===== config.mk =====
export PLATFORM = sky130hd
export DESIGN_NAME = pattern_stream_gen
export DESIGN_NICKNAME = d
export VERILOG_FILES = /design/src/rtl/pattern_stream_gen.sv
export SDC_FILE = /design/constraint.sdc
export NUM_CORES = 1
export LEC_CHECK = 0
export BUFFER_PORTS_ARGS = -buffer_cell sky130_fd_sc_hd__buf_2
export CAP_MARGIN = 20
export CORE_ASPECT_RATIO = 1.25
export CORE_MARGIN = 4
export CORE_UTILIZATION = 55
export CTS_CLUSTER_DIAMETER = 80
export CTS_CLUSTER_SIZE = 20
export DETAILED_ROUTE_END_ITERATION = 10
export GPL_TIMING_DRIVEN = 0
export MAX_ROUTING_LAYER = met4
export PLACE_DENSITY = 0.77
export SLEW_MARGIN = 20
export SYNTH_ARGS = -nofsm -noshare
export SYNTH_HDL_FRONTEND = slang
export SYNTH_SLANG_ARGS = --single-unit

===== constraint.sdc =====
create_clock -name HCLK -period 5.38 [get_ports HCLK]
set_clock_uncertainty 0.2 [all_clocks]
set_input_delay 0.807 -clock HCLK [delete_from_list [all_inputs] [get_ports HCLK]]
set_output_delay 0.807 -clock HCLK [all_outputs]
set_load 0.1 [all_outputs]

===== src/rtl/pattern_stream_gen.sv =====
// Test-pattern source producing the VSYNC/HSYNC dual-pixel stream of image_read.
// Gradient, checker, colour bars or solid fill; every output is registered.
module pattern_stream_gen #(
  parameter int unsigned WIDTH          = 768,
  parameter int unsigned HEIGHT         = 512,
  parameter int unsigned START_UP_DELAY = 100,
  parameter int unsigned HSYNC_DELAY    = 160,
  parameter int unsigned CHK_LOG2       = 4
) (
  input  logic        HCLK,
  input  logic        HRESETn,
  input  logic        start,
  input  logic [1:0]  mode,
  input  logic [23:0] fill_rgb,
  output logic        VSYNC,
  output logic        HSYNC,
  output logic [7:0]  DATA_R0,
  output logic [7:0]  DATA_G0,
  output logic [7:0]  DATA_B0,
  output logic [7:0]  DATA_R1,
  output logic [7:0]  DATA_G1,
  output logic [7:0]  DATA_B1,
  output logic        ctrl_done
);

  localparam int unsigned Pairs  = WIDTH / 2;
  localparam int unsigned BarW   = WIDTH / 8;
  localparam int unsigned MaxDly = (START_UP_DELAY > HSYNC_DELAY) ? START_UP_DELAY : HSYNC_DELAY;
  localparam int unsigned DlyW   = $clog2(MaxDly + 1);
  localparam int unsigned ColW   = $clog2(Pairs);
  localparam int unsigned RowW   = $clog2(HEIGHT + 1);

  localparam logic [DlyW-1:0] VsyncLast = DlyW'(START_UP_DELAY - 1);
  localparam logic [DlyW-1:0] BlankLast = DlyW'(HSYNC_DELAY - 1);
  localparam logic [ColW-1:0] ColLast   = ColW'(Pairs - 1);
  localparam logic [RowW-1:0] RowLast   = RowW'(HEIGHT - 1);

  typedef enum logic [2:0] {StIdle, StVsync, StBlank, StData, StDone} state_e;

  state_e          state_q, state_d;
  logic [DlyW-1:0] dly_q, dly_d;
  logic [ColW-1:0] col_q, col_d;
  logic [RowW-1:0] row_q, row_d;
  logic [1:0]      mode_q, mode_d;
  logic [23:0]     fill_q, fill_d;
  logic            vsync_q, vsync_d;
  logic            hsync_q, hsync_d;
  logic            done_q, done_d;
  logic [23:0]     pix0_q, pix0_d;
  logic [23:0]     pix1_q, pix1_d;

  // col is the full pixel column (pair index with the pixel-select bit appended).
  function automatic logic [23:0] pixel(input logic [1:0] m, input logic [23:0] fill,
                                        input logic [ColW:0] col, input logic [RowW-1:0] row);
    logic [7:0] c8, r8, on;
    logic [2:0] bar;
    c8  = 8'(col);
    r8  = 8'(row);
    on  = (col[CHK_LOG2] ^ row[CHK_LOG2]) ? 8'h00 : 8'hFF;
    bar = 3'(32'(col) / BarW);
    case (m)
      2'd0:    pixel = {c8, r8, 8'(c8 + r8)};
      2'd1:    pixel = {on, on, on};
      2'd2:    pixel = {{8{bar[2]}}, {8{bar[1]}}, {8{bar[0]}}};
      default: pixel = fill;
    endcase
  endfunction

  always_ff @(posedge HCLK) begin
    if (!HRESETn) begin
      state_q <= StIdle;
      dly_q   <= '0;
      col_q   <= '0;
      row_q   <= '0;
      mode_q  <= '0;
      fill_q  <= '0;
      vsync_q <= 1'b0;
      hsync_q <= 1'b0;
      done_q  <= 1'b0;
      pix0_q  <= '0;
      pix1_q  <= '0;
    end else begin
      state_q <= state_d;
      dly_q   <= dly_d;
      col_q   <= col_d;
      row_q   <= row_d;
      mode_q  <= mode_d;
      fill_q  <= fill_d;
      vsync_q <= vsync_d;
      hsync_q <= hsync_d;
      done_q  <= done_d;
      pix0_q  <= pix0_d;
      pix1_q  <= pix1_d;
    end
  end

  always_comb begin
    state_d = state_q;
    dly_d   = dly_q;
    col_d   = col_q;
    row_d   = row_q;
    mode_d  = mode_q;
    fill_d  = fill_q;
    case (state_q)
      StIdle, StDone: begin
        if (start) begin
          state_d = StVsync;
          dly_d   = '0;
          col_d   = '0;
          row_d   = '0;
          mode_d  = mode;
          fill_d  = fill_rgb;
        end
      end
      StVsync: begin
        if (dly_q == VsyncLast) begin
          state_d = StBlank;
          dly_d   = '0;
        end else begin
          dly_d = dly_q + DlyW'(1);
        end
      end
      StBlank: begin
        if (dly_q == BlankLast) begin
          state_d = StData;
          col_d   = '0;
        end else begin
          dly_d = dly_q + DlyW'(1);
        end
      end
      StData: begin
        if (col_q == ColLast) begin
          dly_d = '0;
          if (row_q == RowLast) begin
            state_d = StDone;
          end else begin
            state_d = StBlank;
            row_d   = row_q + RowW'(1);
          end
        end else begin
          col_d = col_q + ColW'(1);
        end
      end
      default: state_d = StIdle;
    endcase
  end

  // Outputs are derived from the next state so they line up with the state entered.
  always_comb begin
    vsync_d = (state_d == StVsync);
    hsync_d = (state_d == StData);
    done_d  = (state_d == StDone);
    pix0_d  = '0;
    pix1_d  = '0;
    if (hsync_d) begin
      pix0_d = pixel(mode_d, fill_d, {col_d, 1'b0}, row_d);
      pix1_d = pixel(mode_d, fill_d, {col_d, 1'b1}, row_d);
    end
  end

  assign VSYNC     = vsync_q;
  assign HSYNC     = hsync_q;
  assign ctrl_done = done_q;
  assign DATA_R0   = pix0_q[23:16];
  assign DATA_G0   = pix0_q[15:8];
  assign DATA_B0   = pix0_q[7:0];
  assign DATA_R1   = pix1_q[23:16];
  assign DATA_G1   = pix1_q[15:8];
  assign DATA_B1   = pix1_q[7:0];

endmodule


After elaboration in Yosys (flattened, before gate mapping)
Index checks and enable logic that the tools add are counted.
W data, S select, Z words.
{"block": "classes", "n_addsub": 5, "div_mod_pow": 2, "n_eq_ne": 17, "mux": 26, "n_bitwise": 1, "n_reduce_logical": 8}
{"operator": "$pmux W24 S3", "n": 2}
{"operator": "$div A10 B7 Y32 const B", "n": 2}
{"operator": "$mux W24", "n": 2}
{"operator": "$mux W8", "n": 5}
{"operator": "$pmux W8 S4", "n": 1}
{"operator": "$mux W10", "n": 3}
{"operator": "$mux W9", "n": 3}
{"operator": "$pmux W9 S3", "n": 1}
{"operator": "$pmux W10 S2", "n": 1}
{"operator": "$add A8 B8 Y8", "n": 2}
{"operator": "$mux W3", "n": 5}
{"operator": "$pmux W3 S4", "n": 1}
{"operator": "$add A10 B1 Y10 const B", "n": 1}
{"operator": "$eq A10 B9 Y1 const B", "n": 1}
{"operator": "$add A9 B1 Y9 const B", "n": 1}
{"operator": "$eq A3 B2 Y1 const B", "n": 3}
{"operator": "$eq A9 B9 Y1 const B", "n": 1}
{"operator": "$add A8 B1 Y8 const B", "n": 1}
{"operator": "$eq A8 B7 Y1 const B", "n": 1}
{"operator": "$eq A8 B8 Y1 const B", "n": 1}
{"operator": "$ne A2 B2 Y1 const B", "n": 4}
{"operator": "$reduce_and A4 Y1", "n": 2}
{"operator": "$eq A3 B1 Y1 const B", "n": 2}
{"operator": "$eq A3 B3 Y1 const B", "n": 2}
{"operator": "other kinds (10)", "n": 11}
{"block": "totals", "ff_bits": 107, "in_bits": 29, "word_cells": 71}

Logic depth before layout (Yosys ltp)
{"block": "depth", "word_depth": 7, "depth_mapped": 19}

Worst setup path after synthesis
No wires, ideal clock.
{"block": "synth_timing", "path_type": "input to register", "startpoint": "input start", "endpoint": "register pix1_q[7]", "setup_ps": 78, "arrival_time_ps": 3479, "slack_ps": 1623, "cell_stages": 17, "path_cell_list": "or3b_4 nand2_1 and2_1 o21ai_0 nand2_1 o31ai_1 ha_1 inv_1 fa_1 nand2b_1 a21oi_1 o21ai_0 nand2b_1 or3_1 mux2i_1 a2111oi_0 nor3_1"}
{"element": "start: declaration", "line_no": "12", "source": "input logic start,"}
{"element": "$mux W9 *", "line_no": "106", "source": "if (start) begin"}
{"element": "$pmux W9 S3 *", "line_no": "104", "source": "case (state_q)"}
{"element": "named net col_d[0]", "line_no": "42", "source": "logic [ColW-1:0] col_q, col_d;"}
{"element": "$div A10 B7 Y32 or $add A8 B8 Y8 (tied branches)", "line_no": "60, 62"}
{"element": "$pmux W24 S3 *", "line_no": "61", "source": "case (m)"}
{"element": "end signal: assignment", "line_no": "93", "source": "pix1_q <= pix1_d;"}
{"element": "end: declaration", "line_no": "50", "source": "logic [23:0] pix1_q, pix1_d;"}
The timed path passes the listed nets; every way through them passes the cells marked *. The select of a mux whose other input is x is not followed.
A chain may end at the register's enable or synchronous reset.

Worst setup path in the final report
{"block": "layout_timing", "startpoint": "register col_q[1]", "endpoint": "register pix1_q[7]"}
{"element": "start: declaration", "line_no": "42"}
{"element": "start signal: assignment", "line_no": "85", "source": "col_q <= col_d;"}
{"element": "$eq A9 B9 Y1", "line_no": "132", "source": "if (col_q == ColLast) begin"}
{"element": "$mux W10", "line_no": "132"}
{"element": "$pmux W10 S2", "line_no": "104"}
{"element": "named net row_d[1]", "line_no": "43", "source": "logic [RowW-1:0] row_q, row_d;"}
{"element": "$add A8 B8 Y8", "line_no": "62", "source": "2'd0: pixel = {c8, r8, 8'(c8 + r8)};"}
{"element": "$pmux W24 S3", "line_no": "61"}
The timed path passes the listed nets, and every way through them passes these cells. The select of a mux whose other input is x is not followed.

==> impl_metrics.yaml <==
floorplanning:
  row_count: 40
  io_pins: 80
  die-height_um: 118
  die_area_um2: 11400
  initial_core_util_pct: 56.1
  die_w_um: 96.3
  core_area_um2: 9560
synth:
  synth_top_flop_cell: "dfxtp_1"
  async_reset_ff_share_pct: 0
  ys_seq_area_share_pct: 39.9
  yosysWarnings: 0
  ys_ff_latch: 107
  synth_nets: 663
  syn_inst: 622
  syn-cell-area_um2: 5360
  synth.distinct_cells: 72
  synth_edf_count: 0
  avgSynthCellArea_um2: 8.62
pwr:
  power_uw: 1620
  p_int_uw: 1190
  seqPwrFrac_pct: 49.9
  pwr-share-clk_pct: 41.9
  swShare_pct: 26.6
  p_sw_uw: 432
  irDropWorstVdd_uv: 220
  leakage_uw: 0.00256
  power.density_nw_per_um2: 260
  pwr-share-comb_pct: 8.1
grt:
  grt_use_total_pct: 25.8
  grt_pass1_vias: 4517
  antenna_found_initial: 0
  overflow: 0
  grt_pass1_wl_mm: 22.6
  grt_max_degree: 23
worst_setup_path:
  r2r_slack_ns: 0.56
  cp_max_fo: 6
  critPathLaunchType: "flip-flop"
  crit_chain: "ha_1, nand4_1, nor3_1, nand2_1, and3_1, a21oi_1, inv_1, ha_1, inv_1, fa_1, nand2b_1, a21oi_1, o21ai_0, nand2b_1, o21ai_0, mux2i_1, a2111oi_0, nor3_1"
  end_kind: "flip-flop"
  cp_slowest_stage_delay_ns: 0.65
  worstPathArrival_ns: 4.85
  cp.buffers_inverters: 2
  critical_path_required_ns: 5.40
  crit_slowest_cell: "nor3_1"
  path_class: "flip-flop to flip-flop"
  cp_top_family: "simple AND/OR/NAND/NOR gates"
timing:
  period_needed_ns: 4.82
  fin_crit_sh_pct: 89.7
  tns_ns: 0
  slew_headroom_pct: 41.6
  rsz0062_at_grt: "false"
  tightestPinTransition_ns: 0.869
  hold_violations: 0
  setup_viol: 0
  fmax_mhz: 207
  whs_ns: 0.314
  maxSlewViolCount: 0
route:
  vias_per_cell: 5.79
  ant_nets: 0
  wl_per_cell_um: 16.7
  via_count: 4883
  first_iter_violations: 315
  drt-total-wl_mm: 14.1
  drc: 0
  firstDrtPassIters: 5
cells_and_area:
  layout-drive-gt1-share_pct: 20.2
  areaGrowthSynthToFinish_pct: 16.4
  final_net_count: 753
  antenna_cells: 0
clock_network:
  htree_num_levels: 3
  cts_setup_buffers: 0
  clockRootBuffer: "clkbuf_16"
  path_clk_slew_ns: 0.08
  clk_latency_ns: 0.35
  cts_hold_buf: 0
  cts_sinks: 107
  clk_path_buf_depth: 2
  cts_tree: "yes"
  numCtsBuffers: 9
  post_cts_resize_count: 0
outcome:
  status: "finished clean"
hold_path:
  hold_class: "flip-flop to flip-flop"
job:
  max_cap_viol_count: 0
place:
  portBuffers: 79
  globalplace.congestion: 0.928
  dpl.hpwl_mm: 10.8
## worst reg2reg max path, delay by kind of cell, from the launching register on
| family | cells | cell delay, ns |
|---|---|---|
| AND/OR/NAND/NOR | 7 | 1.71 |
| buffers and inverters | 2 | 0.22 |
| AO/OA/AOI/OAI | 5 | 1.31 |
| flip-flops | 1 | 0.39 |
| multiplexers | 1 | 0.14 |
| adder cells (fa/ha/maj) | 3 | 0.72 |
## per-stage QoR
step           setup slack, ns  utilization, %  cells  instance area [um2]
2_1_floorplan             1.62               -    622                 5360
3_3_place_gp             0.841            61.9    827                 5920
3_5_place_dp             0.746            61.9    827                 5920
4_1_cts                  0.732            65.2    843                 6230
5_1_grt                  0.258            65.3    843                 6240
6_report                 0.557            65.3    843                 6240
## layout make-up
type | count | area [um2]
multi-input combinational | 464 | 2980
sequential | 107 | 2140
buffer | 31 | 168
tap | 126 | 158
inverter | 20 | 80.1
clock inverter | 7 | 93.8
clock buffer | 9 | 225
timing repair buffer | 79 | 395
fill | 847 | 3320
## synthesized netlist by cell type, drive strengths merged, types with 3 or more instances
master	number	area, um2
o21a	6	52.6
a31o	4	35.0
nor3	12	60.1
nand4	10	62.6
a21oi	71	385
xor2	8	70.1
inv	19	71.3
and2	21	131
o31ai	10	75.1
a21o	4	30.0
mux2i	29	290
ha	10	125
a31oi	19	125
nand3b	6	57.6
nand2	39	149
o21bai	3	22.5
dfxtp	107	2140
nor2	58	220
or4	3	26.3
o21ai	43	223
and3	7	43.8
clkbuf	10	37.5
or3	4	25.0
nor2b	30	188
nand3	11	70.1
nand2b	5	31.3
xnor2	4	35.0
o211ai	4	30.0
nor4	4	25.0
or2	6	37.5
buf	21	130
## registers in the layout (all words and copies together), names as in the netlist
name / count
fill_q: 24
pix0_q: 24
pix1_q: 24
row_q: 10
col_q: 9
dly_q: 8
state_q: 3
mode_q: 2
HSYNC: 1
VSYNC: 1
ctrl_done: 1
## final timing paths
kind / cells past startpoint / startpoint / to
worst max-delay path: 18 / col_q[1]$_SDFF_PN0_ / pix1_q[7]$_SDFF_PN0_
worst min-delay path: 2 / dly_q[7]$_SDFFE_PN0P_ / dly_q[7]$_SDFFE_PN0P_
worst max register to register: 18 / col_q[1]$_SDFF_PN0_ / pix1_q[7]$_SDFF_PN0_
worst min register to register: 2 / dly_q[7]$_SDFFE_PN0P_ / dly_q[7]$_SDFFE_PN0P_
## kinds of logic after synthesis
group	Yosys count	share of synthesized area, %
fa+ha+maj	12	3.08
compound gates	184	21.7
buf+inv	51	4.62
xor+xnor	13	2.38
mux	29	5.41
flops	107	39.9
simple gates	226	22.9
## metal layers
metal | up-vias | routed length (um) | share of wire [%] | track usage [%]
met5 | - | 0 | 0 | -
met4 | 0 | 541 | 3.8 | 11.2
met3 | 43 | 692 | 4.9 | 3.44
met2 | 170 | 6820 | 48 | 40.7
met1 | 2261 | 6040 | 43 | 32.7
li1 | 2409 | - | - | -
## power groups by stage
stage	clock network (uW)	logic, uW	registers, uW
2_1_floorplan	0	87.4	831
6_report	680	132	810
5_1_grt	723	145	812
3_5_place_dp	0	130	828
3_3_place_gp	0	127	828
4_1_cts	689	131	810
## layout by cell type, fill, tap and decap left out, types with 10 or more instances in the layout
| master | synthesis | layout |
|---|---|---|
| nor2_1 | 57 | 57 |
| o21ai_0 | 35 | 35 |
| nor3_1 | 12 | 12 |
| clkbuf_1 | 10 | 10 |
| dfxtp_1 | 107 | 107 |
| buf_2 | 11 | 90 |
| inv_1 | 18 | 18 |
| ha_1 | 10 | 10 |
| nand2_1 | 38 | 38 |
| nor2b_1 | 30 | 30 |
| a31oi_1 | 18 | 18 |
| and2_1 | 21 | 21 |
| nand4_1 | 10 | 10 |
| mux2i_1 | 29 | 29 |
| a21oi_1 | 63 | 63 |
Power figures use the tool's default switching activity.
